<file path="src/rtl/peak_detector_win_if.sv">
// Sample/peak bus of the windowed peak detector.
// The sample source owns en/xin and the two runtime settings; the detector
// returns the held peak, its timestamp, the report pulse and the refractory flag.
interface peak_detector_win_if #(
  parameter int DATA_WIDTH = 16,
  parameter int REFRACT_W  = 8,
  parameter int TS_WIDTH   = 32
);
  logic                         en;
  logic signed [DATA_WIDTH-1:0] xin;
  logic signed [DATA_WIDTH-1:0] threshold;
  logic        [REFRACT_W-1:0]  refractory;
  logic signed [DATA_WIDTH-1:0] peak_val;
  logic        [TS_WIDTH-1:0]   peak_ts;
  logic                         peak_valid;
  logic                         peak_update;
  logic                         busy;

  modport master (
    output en, xin, threshold, refractory,
    input  peak_val, peak_ts, peak_valid, peak_update, busy
  );

  modport slave (
    input  en, xin, threshold, refractory,
    output peak_val, peak_ts, peak_valid, peak_update, busy
  );
endinterface

</file>
<file path="src/rtl/peak_detector_win.sv">
// Windowed local-maximum peak detector for the Pan-Tompkins chain.
// Holds the last 2*HALF_WIN+1 accepted samples; the middle one is a peak when it
// beats every older neighbour strictly, ties-or-beats every newer one, and clears
// the amplitude threshold. After a fresh peak a refractory countdown runs during
// which only strictly larger peaks replace the held one.
module peak_detector_win #(
  parameter int DATA_WIDTH = 16,
  parameter int HALF_WIN   = 2,
  parameter int REFRACT_W  = 8,
  parameter int TS_WIDTH   = 32
) (
  input logic               clk,
  input logic               rstn,
  peak_detector_win_if.slave bus
);

  localparam int D      = 2 * HALF_WIN + 1;
  localparam int FILL_W = $clog2(D + 1);

  typedef enum logic {
    SEARCH,
    REFRACT
  } mode_e;

  // Sample window: sr[0] is the newest accepted sample, sr[D-1] the oldest.
  logic signed [DATA_WIDTH-1:0] sr [D];
  logic        [TS_WIDTH-1:0]   ts;
  logic        [FILL_W-1:0]     fill_cnt;
  logic                         fill;
  logic        [REFRACT_W-1:0]  cnt;

  logic signed [DATA_WIDTH-1:0] peak_val_q;
  logic        [TS_WIDTH-1:0]   peak_ts_q;
  logic                         peak_valid_q;
  logic                         peak_update_q;

  logic signed [DATA_WIDTH-1:0] centre;
  logic        [TS_WIDTH-1:0]   centre_ts;
  logic                         older_ok;
  logic                         newer_ok;
  logic                         candidate;
  mode_e                        mode;

  logic signed [DATA_WIDTH-1:0] peak_val_d;
  logic        [TS_WIDTH-1:0]   peak_ts_d;
  logic                         peak_valid_d;
  logic                         peak_update_d;
  logic        [REFRACT_W-1:0]  cnt_d;

  // Candidate test on the pre-edge window; strict against older samples so the
  // earliest sample of a plateau is the one reported.
  always_comb begin
    // NOTE: every combinational output gets a default first, so no path leaves it unassigned and no latch is inferred.
    centre    = sr[HALF_WIN];
    centre_ts = ts - TS_WIDTH'(HALF_WIN + 1);
    older_ok  = 1'b1;
    newer_ok  = 1'b1;
    for (int k = 0; k < D; k++) begin
      if (k > HALF_WIN) begin
        if (!(centre > sr[k])) older_ok = 1'b0;
      end else if (k < HALF_WIN) begin
        if (!(centre >= sr[k])) newer_ok = 1'b0;
      end
    end
    candidate = fill && older_ok && newer_ok && (centre >= bus.threshold);
  end

  // Mode is implied by the refractory counter: idle counter means searching.
  always_comb begin
    mode = (cnt == '0) ? SEARCH : REFRACT;
  end

  // Next-state for the peak holder and refractory counter on an accepted sample.
  always_comb begin
    peak_val_d    = peak_val_q;
    peak_ts_d     = peak_ts_q;
    peak_valid_d  = 1'b0;
    peak_update_d = 1'b0;
    cnt_d         = cnt;
    if (bus.en) begin
      case (mode)
        SEARCH: begin
          if (candidate) begin
            peak_val_d    = centre;
            peak_ts_d     = centre_ts;
            peak_valid_d  = 1'b1;
            peak_update_d = 1'b0;
            cnt_d         = bus.refractory;
          end
        end
        REFRACT: begin
          cnt_d = cnt - REFRACT_W'(1);
          if (candidate && (centre > peak_val_q)) begin
            peak_val_d    = centre;
            peak_ts_d     = centre_ts;
            peak_valid_d  = 1'b1;
            peak_update_d = 1'b1;
          end
        end
        default: cnt_d = cnt;
      endcase
    end
  end

  // Sample window, timestamp and warm-up tracking advance only on accepted samples.
  always_ff @(posedge clk or negedge rstn) begin
    if (!rstn) begin
      // NOTE: the window is cleared on reset so a restart never compares against stale samples from before it.
      for (int k = 0; k < D; k++) sr[k] <= '0;
      ts       <= '0;
      fill_cnt <= '0;
      fill     <= 1'b0;
    end else if (bus.en) begin
      // NOTE: non-blocking assignments make every stage read its pre-edge neighbour, giving a true shift.
      sr[0] <= bus.xin;
      for (int k = 1; k < D; k++) sr[k] <= sr[k-1];
      ts <= ts + TS_WIDTH'(1);
      if (!fill) begin
        fill_cnt <= fill_cnt + FILL_W'(1);
        if (fill_cnt == FILL_W'(D - 1)) fill <= 1'b1;
      end
    end
  end

  // Peak holder, report pulse and refractory counter.
  always_ff @(posedge clk or negedge rstn) begin
    if (!rstn) begin
      peak_val_q    <= '0;
      peak_ts_q     <= '0;
      peak_valid_q  <= 1'b0;
      peak_update_q <= 1'b0;
      cnt           <= '0;
    end else begin
      peak_val_q    <= peak_val_d;
      peak_ts_q     <= peak_ts_d;
      peak_valid_q  <= peak_valid_d;
      peak_update_q <= peak_update_d;
      cnt           <= cnt_d;
    end
  end

  assign bus.peak_val    = peak_val_q;
  assign bus.peak_ts     = peak_ts_q;
  assign bus.peak_valid  = peak_valid_q;
  assign bus.peak_update = peak_update_q;
  assign bus.busy        = (cnt != '0);

endmodule

</file>
<file path="src/flat_wrapper.sv">
// flat-port wrapper written by rule: the top's interface ports become plain ports
module peak_detector_win_flat 
#(
  parameter int DATA_WIDTH = 16,
  parameter int HALF_WIN   = 2,
  parameter int REFRACT_W  = 8,
  parameter int TS_WIDTH   = 32
)
  (clk, rstn, bus_en, bus_xin, bus_threshold, bus_refractory, bus_peak_val, bus_peak_ts, bus_peak_valid, bus_peak_update, bus_busy);
  peak_detector_win_if #(.DATA_WIDTH(DATA_WIDTH), .REFRACT_W(REFRACT_W), .TS_WIDTH(TS_WIDTH)) bus_i ();
  input logic clk;
  input logic rstn;
  input wire logic [$bits(bus_i.en)-1:0] bus_en;
  input wire logic [$bits(bus_i.xin)-1:0] bus_xin;
  input wire logic [$bits(bus_i.threshold)-1:0] bus_threshold;
  input wire logic [$bits(bus_i.refractory)-1:0] bus_refractory;
  output wire logic [$bits(bus_i.peak_val)-1:0] bus_peak_val;
  output wire logic [$bits(bus_i.peak_ts)-1:0] bus_peak_ts;
  output wire logic [$bits(bus_i.peak_valid)-1:0] bus_peak_valid;
  output wire logic [$bits(bus_i.peak_update)-1:0] bus_peak_update;
  output wire logic [$bits(bus_i.busy)-1:0] bus_busy;
  assign bus_i.en = bus_en;
  assign bus_i.xin = bus_xin;
  assign bus_i.threshold = bus_threshold;
  assign bus_i.refractory = bus_refractory;
  assign bus_peak_val = bus_i.peak_val;
  assign bus_peak_ts = bus_i.peak_ts;
  assign bus_peak_valid = bus_i.peak_valid;
  assign bus_peak_update = bus_i.peak_update;
  assign bus_busy = bus_i.busy;
  peak_detector_win #(.DATA_WIDTH(DATA_WIDTH), .HALF_WIN(HALF_WIN), .REFRACT_W(REFRACT_W), .TS_WIDTH(TS_WIDTH)) u_core (.clk(clk), .rstn(rstn), .bus(bus_i));
endmodule
</file>
<file path="config.mk">
export PLATFORM = sky130hd
export DESIGN_NAME = peak_detector_win_flat
export DESIGN_NICKNAME = d
export VERILOG_FILES = /design/src/rtl/peak_detector_win_if.sv /design/src/rtl/peak_detector_win.sv /design/src/flat_wrapper.sv
export SDC_FILE = /design/constraint.sdc
export NUM_CORES = 1
export LEC_CHECK = 0
export BUFFER_PORTS_ARGS = -buffer_cell sky130_fd_sc_hd__buf_2
export CELL_PAD_IN_SITES_DETAIL_PLACEMENT = 1
export CELL_PAD_IN_SITES_GLOBAL_PLACEMENT = 1
export CORE_ASPECT_RATIO = 0.6
export CORE_MARGIN = 1
export CORE_UTILIZATION = 47
export CTS_CLUSTER_DIAMETER = 80
export CTS_CLUSTER_SIZE = 40
export DETAILED_ROUTE_END_ITERATION = 10
export MAX_ROUTING_LAYER = met4
export PLACE_DENSITY_LB_ADDON = 0.12
export RECOVER_POWER = 25
export SYNTH_ARGS = -nofsm -noshare
export SYNTH_HDL_FRONTEND = slang
export SYNTH_SLANG_ARGS = --single-unit
</file>
<file path="constraint.sdc">
create_clock -name clk -period 4 [get_ports clk]
set_input_delay 0.2 -clock clk [delete_from_list [all_inputs] [get_ports clk]]
set_output_delay 0.2 -clock clk [all_outputs]
set_load 0.02 [all_outputs]
</file>
After elaboration in Yosys (flattened, before gate mapping) --
Cells that the tools add are included.
Cells by class: add/subtract/negate cells 4, $lt $le $gt $ge 6, equality and inequality tests 3, muxes and demuxes 21, bitwise gates (word level) 1, reductions and logical operators 9
Operator list (number):
- $mux W32 | 2
- $pmux W32 S2 | 1
- $ge A16 B16 Y1 | 3
- $gt A16 B16 Y1 | 3
- $add A32 B1 Y32 const B | 1
- $mux W16 | 2
- $pmux W16 S2 | 1
- $sub A32 B2 Y32 const B | 1
- $pmux W8 S2 | 1
- $mux W1 | 11
- $logic_not A8 Y1 | 1
- $mux W8 | 1
- $reduce_bool A8 Y1 | 1
- $sub A8 B1 Y8 const B | 1
- $logic_and A1 B1 Y1 | 4
- $pmux W1 S2 | 2
- $reduce_and A2 Y1 | 2
- $add A3 B1 Y3 const B | 1
- $eq A3 B3 Y1 const B | 1
- $reduce_and A3 Y1 | 1
- $ne A2 B1 Y1 const B | 1
- $ne A2 B2 Y1 const B | 1
- $not A1 Y1 | 1
Word-level totals: bits in registers 174, input bits 43, word-level logic and storage cells 57

Depth between registers and ports, before layout --
Gate-level depths: netlist of run 1.
word-level depth 10, mapped depth 13, gate-level depth less buffers 10

Worst setup path before layout of run 1 --
Ideal clock, no wire load.
path type reg2reg, from register u_core.sr (netlist bit u_core.centre[15]), to register u_core.peak_ts_q[23] (netlist: u_core.bus.peak_ts[23]), setup time 0.127 ns, arrival 3.277 ns, required time 3.873 ns, setup slack 0.595 ns, stages on the path, launching flop included 13, clock period less this slack 3.405 ns, path through dfrtp_1 > ha_1 > nand4_1 > or4_1 > a21oi_1 > a2111oi_2 > mux2i_1 > or4b_1 > buf_2 > nor3b_4 > buf_6 > buf_6 > mux2_1
On the way: longest elaborated chain between the ends 9
Ends and longest elaborated chain:
- start: declaration | line peak_detector_win.sv:26 | logic signed [DATA_WIDTH-1:0] sr [D];
- $gt A16 B16 Y1 | line peak_detector_win.sv:60 | if (!(centre > sr[k])) older_ok = 1'b0;
- $mux W1 (2 in a row) | line peak_detector_win.sv:60
- $logic_and A1 B1 Y1 (3 in a row) | line peak_detector_win.sv:65 | candidate = fill && older_ok && newer_ok && (centre >= bus.threshold);
- $logic_and A1 B1 Y1 | line peak_detector_win.sv:93 | if (candidate && (centre > peak_val_q)) begin
- $ne A2 B2 Y1 (no line)
- $reduce_and A3 Y1 (no line) (*)
- end signal: assignment | line peak_detector_win.sv:135 | peak_ts_q <= peak_ts_d;
- end: declaration | line peak_detector_win.sv:33 | logic [TS_WIDTH-1:0] peak_ts_q;
Mark *: on every way between the ends. The rest lies on a longest branch, timed or not. A chain may end at the register's enable or synchronous reset.

Worst setup path in the final report of run 1 --
from register u_core.sr (netlist bit u_core.centre[13]), to register u_core.peak_ts_q[9] (netlist: u_core.bus.peak_ts[9])
Same word-level chain as after synthesis.

==> results.tsv, run 1 <==
stage	metric	value	unit
status	status	finished with violations	
status	failing checks	max-capacitance violations, max-slew violations	
final_layout	Filler Cells Inserted	2265	
synth	Synth Instances	970	
drt	# DRC	0	
final_layout	Cell Count, Final, Fillers Out	1357	
setup_path	Worst EP arrival	4120	ps
setup_path	worst r2r src	u_core.centre[13]$_DFFE_PN0P_	
clocking	worst skew pair latency	440	ps
global_routing	initial antenna violation count	0	
drt	via count	7335	
timing	Post-Route Setup TNS	0	ps
timing	Setup-failing EPs final	0	
final_layout	Design Area, Final	11300	um2
setup_path	Worst R2R End	u_core.bus.peak_ts[9]$_DFFE_PN0P_	
global_routing	largest net degree at the start of global routing	97	
pwr	Leak	5.67	nW
synth	number of synthesized flops with an enable pin	0	
hold_path	HP Start	bus_xin[11]	
setup_path	Crit Path Class	reg -> reg	
timing	final hold slack	14.7	ps
clocking	CTS clk-pin slew, worst paths	70	ps
synth	Synth area leader	dfrtp_1	
clocking	Post-CTS Setup Inserts	0	
timing	Tcrit/Tclk final	95.0	%
clocking	Num CTS Buffers	17	
drt	initial detailed-routing violation count	430	
synth	area share of the largest cell type after synthesis	44.6	%
timing	Final Hold Fails	0	
placement	dpl cell area	10500	um2
timing	RSZ-0062 raised after global routing	false	
drt	Routed WL per cell	18.6	um
timing	clock skew	10.8	ps
synth	Synthesized Nets	1113	
global_routing	total track usage	26.3	%
timing	post-route minimum period	3800	ps
timing	post-route setup slack	200	ps
synth	Synth Flop Type	dfrtp_1	
timing	Slew headroom	-63.4	%
floorplan	io pins	94	
setup_path	CP Capture Type	flip-flop	
final_layout	Ant. Diodes	0	
clocking	CTS tree	built	
setup_path	Register-to-Register Setup Slack	200	ps
drt	Vias/cell	5.41	
synth	Seq cells post-synth	174	
placement	gpl congestion	0.831	
global_routing	first-pass GRT wire length	42.0	mm
global_routing	number of global-route vias before repair	7651	
clocking	Max clock buf depth	2	
synth	FFs w/ async S/R, synth	100	%
hold_path	Cells on Worst Hold Path	3	
timing	worst slew pin tran	2450	ps
setup_path	Req. time, crit path	4320	ps
floorplan	die area	21400	um2
placement	Post-Place Setup Slack	197	ps
final_layout	layout cells sized above 1	18.6	%
drt	Detail Route Antenna Nets	0	
placement	I/O Buffers	93	
pwr	Power Density	527	nW/um2
job	Max-Cap Viols	1	
setup_path	crit-path max FO	23	
pwr	maximum vdd drop	0.000332	V
drt	WL final	25.2	mm
final_layout	register area	4350	um2
synth	sequential area share after synthesis	44.6	%
setup_path	Critical Path Start Type	flip-flop	
floorplan	core area	20200	um2
synth	mapped cell area	9760	um2
floorplan	Initial Util	48.4	%
synth	syn avg cell area	10.1	um2
placement	Final HPWL DP	18.5	mm
final_layout	Multi-input gate area	4820	um2
setup_path	reg2reg path depth	10	
placement	placed cell count	1313	
timing	Final Max Tran Viols	97	
floorplan	Die X	188	um
clocking	CTS sink count	174	
synth	Yosys warning count	0	
final_layout	area delta synth->final	15.3	%
floorplan	die height	114	um
final_layout	fin nets	1218	
hold_path	HP Class	in -> reg	
clocking	CTS Root Cell	clkbuf_16	
synth	Cell variety after synth	56	
clocking	Clock H-tree levels	4	
global_routing	total grt overflow	0	
drt	Detailed Routing Iterations Pass 1	4	
hold_path	worst hold endpoint	u_core.sr[75]$_DFFE_PN0P_	
floorplan	Rows	40	
synth	Synth area leaders	dfrtp_1 45%, ha_1 13%, mux2_2 6.9%	
timing	FMAX	0.263	GHz
## layout by cell type (no fill, tap or decap), types with 3 or more instances in the layout
| cell type | instances |
|---|---|
| a21oi_1 | 38 |
| dlygate4sd3_1 | 16 |
| mux2i_1 | 6 |
| nor4_1 | 8 |
| and3_1 | 10 |
| nand2_1 | 97 |
| o211ai_1 | 6 |
| inv_1 | 108 |
| a211oi_1 | 6 |
| nand4_1 | 28 |
| clkbuf_16 | 17 |
| nor3_1 | 11 |
| xnor2_1 | 35 |
| ha_1 | 100 |
| buf_2 | 87 |
| clkbuf_1 | 7 |
| a2111oi_0 | 3 |
| nand2b_1 | 4 |
| nor3b_1 | 4 |
| dfrtp_1 | 174 |
| buf_4 | 19 |
| nor2b_1 | 6 |
| o41ai_1 | 5 |
| xor2_1 | 26 |
| o21ai_0 | 76 |
| or4_1 | 7 |
| nor2_1 | 32 |
| mux2_1 | 8 |
| or3_1 | 3 |
| a21o_1 | 10 |
| nand3_1 | 25 |
| mux2_2 | 60 |
## synthesized netlist by cell type (all sizes together) (2+ instances only)
cell type  count
a2111oi        4
a211oi         6
a21o          10
a21oi         38
a221o          2
and2           2
and3          10
and4           2
buf           14
clkbuf        28
dfrtp        174
ha           100
inv          108
mux2          68
mux2i          6
nand2         97
nand2b         4
nand3         25
nand3b         2
nand4         28
nor2          32
nor2b          6
nor3          12
nor3b          5
nor4           9
nor4b          2
o211ai         6
o21a           2
o21ai         76
o22ai          2
o31ai          2
o41ai          5
or3            3
or4            8
xnor2         35
xor2          26
## cell families after synthesis
logic type | Yosys count | share of synthesized area, %
AND/OR/NAND/NOR | 249 | 12.7
flip-flops | 174 | 44.6
AO/OA/AOI/OAI | 162 | 9.83
buffers and inverters | 150 | 6.09
adder cells (fa/ha/maj) | 100 | 12.8
multiplexers | 74 | 8.46
XOR/XNOR | 61 | 5.47
## routing by layer
metal  vias to the layer above  wire [um]  track usage [%]
met5                         -          0                -
met4                         0        171             4.99
met3                        14        915             4.98
met2                       103      10600             37.0
met1                      3657      13600             39.4
li1                       3561          -                -
## state kept, by name, summed over array words and instances, names as in the netlist
name / cells
u_core.bus.peak_val: 16
u_core.bus.peak_update: 1
u_core.ts: 32
u_core.fill_cnt: 3
u_core.centre: 16
u_core.cnt: 8
u_core.bus.peak_ts: 32
u_core.sr: 64
u_core.fill: 1
u_core.bus.peak_valid: 1
## worst max path at each step
stage / from / slack (ps) / endpoint / cells after the start
floorplan: u_core.centre[15]$_DFFE_PN0P_ / 600 / u_core.bus.peak_ts[23]$_DFFE_PN0P_ / 12
global placement: u_core.centre[13]$_DFFE_PN0P_ / 320 / u_core.bus.peak_ts[3]$_DFFE_PN0P_ / 10
detailed placement: u_core.centre[15]$_DFFE_PN0P_ / 200 / u_core.bus.peak_ts[9]$_DFFE_PN0P_ / 11
CTS: u_core.centre[13]$_DFFE_PN0P_ / 170 / u_core.bus.peak_ts[9]$_DFFE_PN0P_ / 10
global route: u_core.centre[13]$_DFFE_PN0P_ / 2 / u_core.bus.peak_ts[9]$_DFFE_PN0P_ / 10
finish: u_core.centre[13]$_DFFE_PN0P_ / 200 / u_core.bus.peak_ts[9]$_DFFE_PN0P_ / 10
## what timing repair did
| action | in CTS | in global routing |
|---|---|---|
| gates resized for setup | 0 | 1 |
| endpoints found under the hold margin | 108 | 0 |
| hold buffers | 16 | 0 |
| endpoints found under the setup margin | 0 | 22 |
## where the power goes
part / switching [W] / total (W) / internal (W) / leakage, nW
Sequential: 0.000338 / 0.00241 / 0.00207 / 2.24
Combinational: 0.00107 / 0.00189 / 0.000820 / 3.16
Clock: 0.000696 / 0.00163 / 0.000939 / 0.264
Total: 0.00210 / 0.00593 / 0.00383 / 5.67
## final cells by class
type                            count  share of cell area [%]
Sequential cell                   174                    38.7
Tap cell                          273                    3.04
Clock inverter                      6                   0.790
Timing Repair Buffer              128                    6.92
Multi-Input combinational cell    646                    42.8
Inverter                          108                    3.60
Clock buffer                       22                    4.13
## stage by stage
step | power (W) | util (%)
floorplan | 0.00360 | -
global placement | 0.00420 | 52.3
detailed placement | 0.00429 | 52.3
CTS | 0.00597 | 55.8
global route | 0.00631 | 55.8
finish | 0.00593 | 55.8
## critical path: stages, from the launching register on
cell       delay [ps]
dfrtp_1           530
ha_1              380
nand4_1           150
or4_1             570
a21oi_1           190
a2111oi_2          80
mux2i_1           130
or4b_1            620
nor3b_4           270
buf_4             360
mux2_2            390
Power figures use the tool's default switching activity.
==> inputs of run 2 (changes only) <==
BUFFER_PORTS_ARGS = not set   (was -buffer_cell sky130_fd_sc_hd__buf_2)
CORE_ASPECT_RATIO = not set   (was 0.6)
CORE_UTILIZATION = 50   (was 47)
DONT_BUFFER_PORTS = 1   (was not set)
==> run 2 against run 1 <==
  * The run ends with negative hold slack left
  * Combinational power shrank 15%
  * Final cell count shrank 7.5%
  * Register-to-register slack gained 80 ps
  * Global-route usage grew 0.96 points
  * Non-clock buffer count shrank 93
  * First-iteration DRC count shrank 20%
  * Setup slack gained 78 ps
  * Clock power is essentially flat
  * Via count shrank 2.8%
  * Critical path depth is the same
  * Sequential power grew 5%
  * Critical path type unchanged
==> results.tsv, run 2 (synthesis results as in run 1) <==
stage	metric	value	unit	change
clocking	CTS tree	built		
pwr	Leak	5.28	nW	-7.0%
clocking	Post-CTS Setup Inserts	0		unchanged
timing	Final Hold Fails	174		+174
timing	FMAX	0.269	GHz	+2.1%
global_routing	total grt overflow	0		unchanged
drt	Detailed Routing Iterations Pass 1	4		unchanged
setup_path	Crit Path Class	reg -> reg		
drt	Vias/cell	5.68		+5.1%
pwr	Power Density	533	nW/um2	+1.1%
final_layout	Biggest register	u_core.sr		
clocking	post-CTS sizing	0		unchanged
placement	gpl congestion	0.850		+2.4%
clocking	Num CTS Buffers	17		unchanged
timing	final hold slack	-537	ps	-552 ps
clocking	CTS Root Cell	clkbuf_16		
setup_path	Req. time, crit path	4310	ps	about the same
timing	Tcrit/Tclk final	93.0	%	-2.0 points
global_routing	largest net degree at the start of global routing	175		+80%
hold_path	HP Class	in -> async		
placement	placed cell count	1202		-8.5%
floorplan	io pins	94		unchanged
job	Max-Cap Viols	0		-1
setup_path	reg2reg path depth	10		unchanged
status	failing checks	negative hold slack		
global_routing	number of global-route vias before repair	7898		+3.2%
clocking	Clock H-tree levels	4		unchanged
timing	Slew headroom	49.4	%	+110 points
global_routing	initial antenna violation count	1		+1
clocking	Max clock buf depth	2		unchanged
floorplan	die area	20100	um2	-6.0%
floorplan	die height	142	um	+25%
final_layout	area delta synth->final	10.6	%	
setup_path	Critical Path Start Type	flip-flop		
pwr	switching share of power	36.1	%	+0.65 points
placement	dpl cell area	10000	um2	-5.0%
final_layout	most common cell after layout, fill and taps aside	dfrtp_1		
clocking	hold_buf cts	21		+5
pwr	power share of the clock group	27.9	%	+0.3 points
timing	Post-Route Setup TNS	0	ps	unchanged
final_layout	Design Area, Final	10800	um2	-4.0%
clocking	CTS clk-pin slew, worst paths	70	ps	about the same
global_routing	first-pass GRT wire length	40.9	mm	-2.7%
placement	Final HPWL DP	17.6	mm	-5.0%
pwr	maximum vdd drop	0.000326	V	-2.0%
pwr	Final Total Pwr	0.00575	W	-2.9%
pwr	Sequential Power Share	44.1	%	+3.5 points
drt	Detail Route Antenna Nets	0		unchanged
timing	Final Max Tran Viols	0		-100%
floorplan	Rows	50		+25%
clocking	CTS sink count	174		unchanged
timing	Setup-failing EPs final	0		unchanged
setup_path	CP Capture Type	flip-flop		
timing	clock skew	11.5	ps	+0.722 ps
floorplan	Initial Util	51.7	%	+3.3 points
status	status	finished with violations		
drt	initial detailed-routing violation count	344		-20%
floorplan	Die X	142	um	-25%
drt	via count	7129		-2.8%
timing	worst slew pin tran	749	ps	-1700 ps
drt	WL final	24.7	mm	-2.1%
pwr	Sw Pwr	0.00208	W	-1.2%
floorplan	core area	18900	um2	-6.3%
final_layout	max reg flops	64		unchanged
global_routing	total track usage	27.3	%	+0.96 points
setup_path	crit-path max FO	49		+110%
pwr	Pint	0.00368	W	-3.9%
final_layout	commonest non-fill, non-tap cells in the layout	174 x dfrtp_1, 108 x inv_1, 100 x ha_1, 97 x nand2_1, 76 x o21ai_0		
setup_path	Worst EP arrival	4040	ps	-80 ps
drt	Routed WL per cell	19.7	um	+5.8%
setup_path	Register-to-Register Setup Slack	280	ps	+80 ps
setup_path	Worst R2R End	u_core.bus.peak_ts[17]$_DFFE_PN0P_		
final_layout	fin nets	1125		-7.6%
clocking	worst skew pair latency	440	ps	about the same
final_layout	layout cells sized above 1	11.5	%	-7.2 points
pwr	Comb power frac	28.0	%	-3.8 points
timing	post-route minimum period	3720	ps	-78.4 ps
drt	# DRC	0		unchanged
final_layout	Cell Count, Final, Fillers Out	1255		-7.5%
setup_path	worst r2r src	u_core.centre[9]$_DFFE_PN0P_		
final_layout	Filler Cells Inserted	2098		-7.4%
placement	I/O Buffers	0		-100%
timing	RSZ-0062 raised after global routing	false		
-- run 2: cell count changes in the layout (fill, tap and decap cells not counted), sizes merged --
cell         delta
inv             +3
buf            -92
clkbuf          -9
clkinvlp        -1
dlygate4sd3     +4
clkinv          +6
diode           +1
bufinv          -1
-- run 2: worst max path at each step --
stage | cells after the start | start | slack (ps) | endpoint
2_1_floorplan | 12 | u_core.centre[15]$_DFFE_PN0P_ | 600 | u_core.bus.peak_ts[23]$_DFFE_PN0P_
3_3_place_gp | 10 | u_core.centre[9]$_DFFE_PN0P_ | 410 | u_core.bus.peak_ts[3]$_DFFE_PN0P_
3_5_place_dp | 10 | u_core.centre[10]$_DFFE_PN0P_ | 290 | u_core.bus.peak_ts[1]$_DFFE_PN0P_
4_1_cts | 10 | u_core.centre[10]$_DFFE_PN0P_ | 270 | u_core.bus.peak_ts[14]$_DFFE_PN0P_
5_1_grt | 10 | u_core.cnt[0]$_DFFE_PN0P_ | 50 | u_core.bus.peak_ts[16]$_DFFE_PN0P_
6_report | 10 | u_core.centre[9]$_DFFE_PN0P_ | 280 | u_core.bus.peak_ts[17]$_DFFE_PN0P_
-- run 2: area by class of cell --
cell class | count | area (um2) | area share, %
multi-input combinational | 646 | 4810 | 44.6
sequential | 174 | 4350 | 40.3
clock buffer | 18 | 439 | 4.07
inverter | 108 | 405 | 3.75
timing repair buffer | 35 | 345 | 3.20
tap | 260 | 325 | 3.01
clock inverter | 13 | 115 | 1.07
antenna | 1 | 2.50 | 0.0232
-- run 2: metrics by stage --
step                      setup slack, ps  hold slack [ps]  util, %
final                                 278             -537     57.2
after global routing                 46.5             -556     57.2
after CTS                             272             -557     57.1
after detailed placement              291            -89.5     53.0
after global placement                413            -87.8     53.0
after floorplan                       595            -95.6        -
-- run 2: per-layer routing --
layer / wire length [um] / track usage, %
met2: 12500 / 46.1
met4: 433 / 9.11
met5: 0 / -
met3: 907 / 4.79
met1: 10800 / 33.1
-- run 2: power by group through the flow --
stage	Combinational (W)	Sequential (W)	Clock [W]
floorplan	0.00116	0.00244	0
global placement	0.00145	0.00254	0
detailed placement	0.00156	0.00257	0
CTS	0.00162	0.00254	0.00163
global route	0.00182	0.00258	0.00170
finish	0.00161	0.00254	0.00161
-- run 2: worst max-delay path, cell delays in order (launching register included) --
cell       delay (ps)
dfrtp_1           580
ha_1              420
nand3_1           120
or4_1             530
a21oi_1           200
a2111oi_2          80
mux2i_1           130
or4b_1            590
nor3b_4           240
buf_12            290
mux2_2            390
==> inputs of run 3 (changes only) <==
PLACE_DENSITY_LB_ADDON = 0.1   (was 0.12)
==> run 3 against run 2 <==
  * The flow still finishes with violations (negative hold slack)
  * Total power up 1.9%
  * First-iteration DRC count down 25%
  * Core utilization up 0.21 points
  * Fmax about the same
  * Register-to-register slack about the same
  * Clock power up 4%
  * Critical path depth up 1
  * Combinational power up 3%
  * Non-clock buffer count up 2
  * Highest routed layer unchanged
==> results.tsv, run 3 (synthesis results as in run 1) <==
stage	metric	value	unit	change
drt	WL final	25.1	mm	+1.7%
timing	Slew headroom	52.6	%	+3.2 points
final_layout	area delta synth->final	11.0	%	
timing	final hold slack	-539	ps	-1.86 ps
drt	initial detailed-routing violation count	259		-25%
clocking	Max clock buf depth	2		unchanged
placement	Final HPWL DP	18.0	mm	+2.6%
global_routing	number of global-route vias before repair	7788		-1.4%
setup_path	crit-path max FO	49		unchanged
timing	clock skew	11.8	ps	+0.248 ps
clocking	worst skew pair latency	440	ps	about the same
final_layout	fin nets	1127		+0.18%
placement	I/O Buffers	0		unchanged
clocking	Num CTS Buffers	17		unchanged
clocking	hold_buf cts	19		-9.5%
timing	post-route minimum period	3720	ps	+1.25 ps
final_layout	layout cells sized above 1	11.7	%	+0.27 points
final_layout	Layout Utilization	57.4	%	+0.21 points
clocking	CTS clk-pin slew, worst paths	70	ps	about the same
clocking	CTS sink count	174		unchanged
final_layout	commonest non-fill, non-tap cells in the layout	174 x dfrtp_1, 108 x inv_1, 100 x ha_1, 97 x nand2_1, 76 x o21ai_0		
floorplan	Initial Util	51.7	%	unchanged
pwr	Leak	5.29	nW	+0.33%
placement	gpl congestion	0.905		+6.4%
setup_path	Worst EP arrival	4040	ps	about the same
clocking	Clock H-tree levels	4		unchanged
global_routing	largest net degree at the start of global routing	175		unchanged
setup_path	Critical Path Start Type	flip-flop		
setup_path	Req. time, crit path	4310	ps	about the same
clocking	CTS tree	built		
floorplan	die height	142	um	unchanged
floorplan	Die X	142	um	unchanged
global_routing	initial antenna violation count	0		-1
timing	Final Max Tran Viols	0		unchanged
final_layout	max reg flops	64		unchanged
timing	Tcrit/Tclk final	93.1	%	about the same
final_layout	register area	4350	um2	unchanged
final_layout	Cell Count, Final, Fillers Out	1258		+0.24%
timing	Final Hold Fails	174		unchanged
setup_path	CP Capture Type	flip-flop		
hold_path	HP Class	in -> async		
pwr	Power Density	541	nW/um2	+1.5%
drt	Detailed Routing Iterations Pass 1	4		unchanged
floorplan	die area	20100	um2	unchanged
drt	via count	7159		+0.42%
final_layout	Filler Cells Inserted	2115		+0.81%
pwr	maximum vdd drop	0.000284	V	-13%
global_routing	first-pass GRT wire length	41.1	mm	+0.41%
clocking	post-CTS sizing	0		unchanged
timing	Setup-failing EPs final	0		unchanged
setup_path	Crit Path Class	reg -> reg		
global_routing	total track usage	27.6	%	+0.31 points
timing	FMAX	0.269	GHz	about the same
timing	worst slew pin tran	702	ps	-47.2 ps
clocking	CTS Root Cell	clkbuf_16		
floorplan	core area	18900	um2	unchanged
floorplan	io pins	94		unchanged
status	failing checks	negative hold slack		
global_routing	total grt overflow	0		unchanged
final_layout	Multi-input gate area	4810	um2	unchanged
timing	Post-Route Setup TNS	0	ps	unchanged
drt	Vias/cell	5.69		+0.18%
final_layout	most common cell after layout, fill and taps aside	dfrtp_1		
floorplan	Rows	50		unchanged
timing	RSZ-0062 raised after global routing	false		
final_layout	Biggest register	u_core.sr		
clocking	Post-CTS Setup Inserts	0		unchanged
drt	# DRC	0		unchanged
status	status	finished with violations		
drt	Routed WL per cell	20.0	um	+1.4%
job	Max-Cap Viols	0		unchanged
placement	placed cell count	1206		+0.33%
drt	Detail Route Antenna Nets	0		unchanged
[run 3: changes by cell type in the layout (fill, tap and decap cells not counted)]
cell,change
inv_6,-1
clkbuf_1,+2
inv_8,+1
buf_4,+4
clkinv_2,-2
clkinv_4,-1
clkinvlp_4,+1
bufinv_16,+1
dlygate4sd3_1,-2
[run 3: critical path, stage by stage, from the launching register on]
cell	delay (ps)
dfrtp_1	380
buf_4	180
ha_1	330
nand4_1	160
or4_1	580
a21oi_1	190
a2111oi_2	80
mux2i_1	140
or4b_1	620
nor3b_4	240
buf_12	290
mux2_2	380
[run 3: metrics by stage]
stage          power [W]  area, um2  hold slack, ps  worst slack, ps
2_1_floorplan    0.00360       9760           -95.6              595
3_3_place_gp     0.00400      10000           -88.3              459
3_5_place_dp     0.00415      10000           -89.6              300
4_1_cts          0.00591      10800            -556              271
5_1_grt          0.00621      10800            -560              170
6_report         0.00586      10800            -539              277
[run 3: report_power, final]
part	internal, W	total [W]	switching (W)
registers	0.00207	0.00253	0.000460
logic	0.000748	0.00166	0.000907
clock network	0.000944	0.00168	0.000736
total	0.00376	0.00586	0.00210
[run 3: final cells by class]
type	instances	share of cell area, %
sequential	174	40.2
inverter	108	3.74
antenna	1	0.0231
tap	260	3.00
timing repair buffer	37	3.28
clock buffer	20	4.12
multi-input combinational	646	44.4
clock inverter	12	1.26
[run 3: worst paths after layout]
| path | start | end | slack [ps] | cells after the start |
|---|---|---|---|---|
| max | u_core.centre[15]$_DFFE_PN0P_ | u_core.bus.peak_val[11]$_DFFE_PN0P_ | 280 | 11 |
| min | rstn | u_core.sr[3]$_DFFE_PN0P_ | -540 | 0 |
| max reg2reg | u_core.centre[15]$_DFFE_PN0P_ | u_core.bus.peak_val[11]$_DFFE_PN0P_ | 280 | 11 |
| min reg2reg | u_core.sr[31]$_DFFE_PN0P_ | u_core.sr[15]$_DFFE_PN0P_ | 480 | 2 |
| max in group asynchronous | rstn | u_core.centre[4]$_DFFE_PN0P_ | 4320 | 0 |
| min in group clk | bus_refractory[1] | u_core.cnt[1]$_DFFE_PN0P_ | 20 | 2 |
[run 3: metal layers]
metal | up-vias | wire [um] | track usage, %
met3 | 21 | 784 | 4.86
met5 | - | 0 | -
met4 | 0 | 257 | 6.51
li1 | 3379 | - | -
met2 | 111 | 12700 | 45.9
met1 | 3648 | 11400 | 35.1
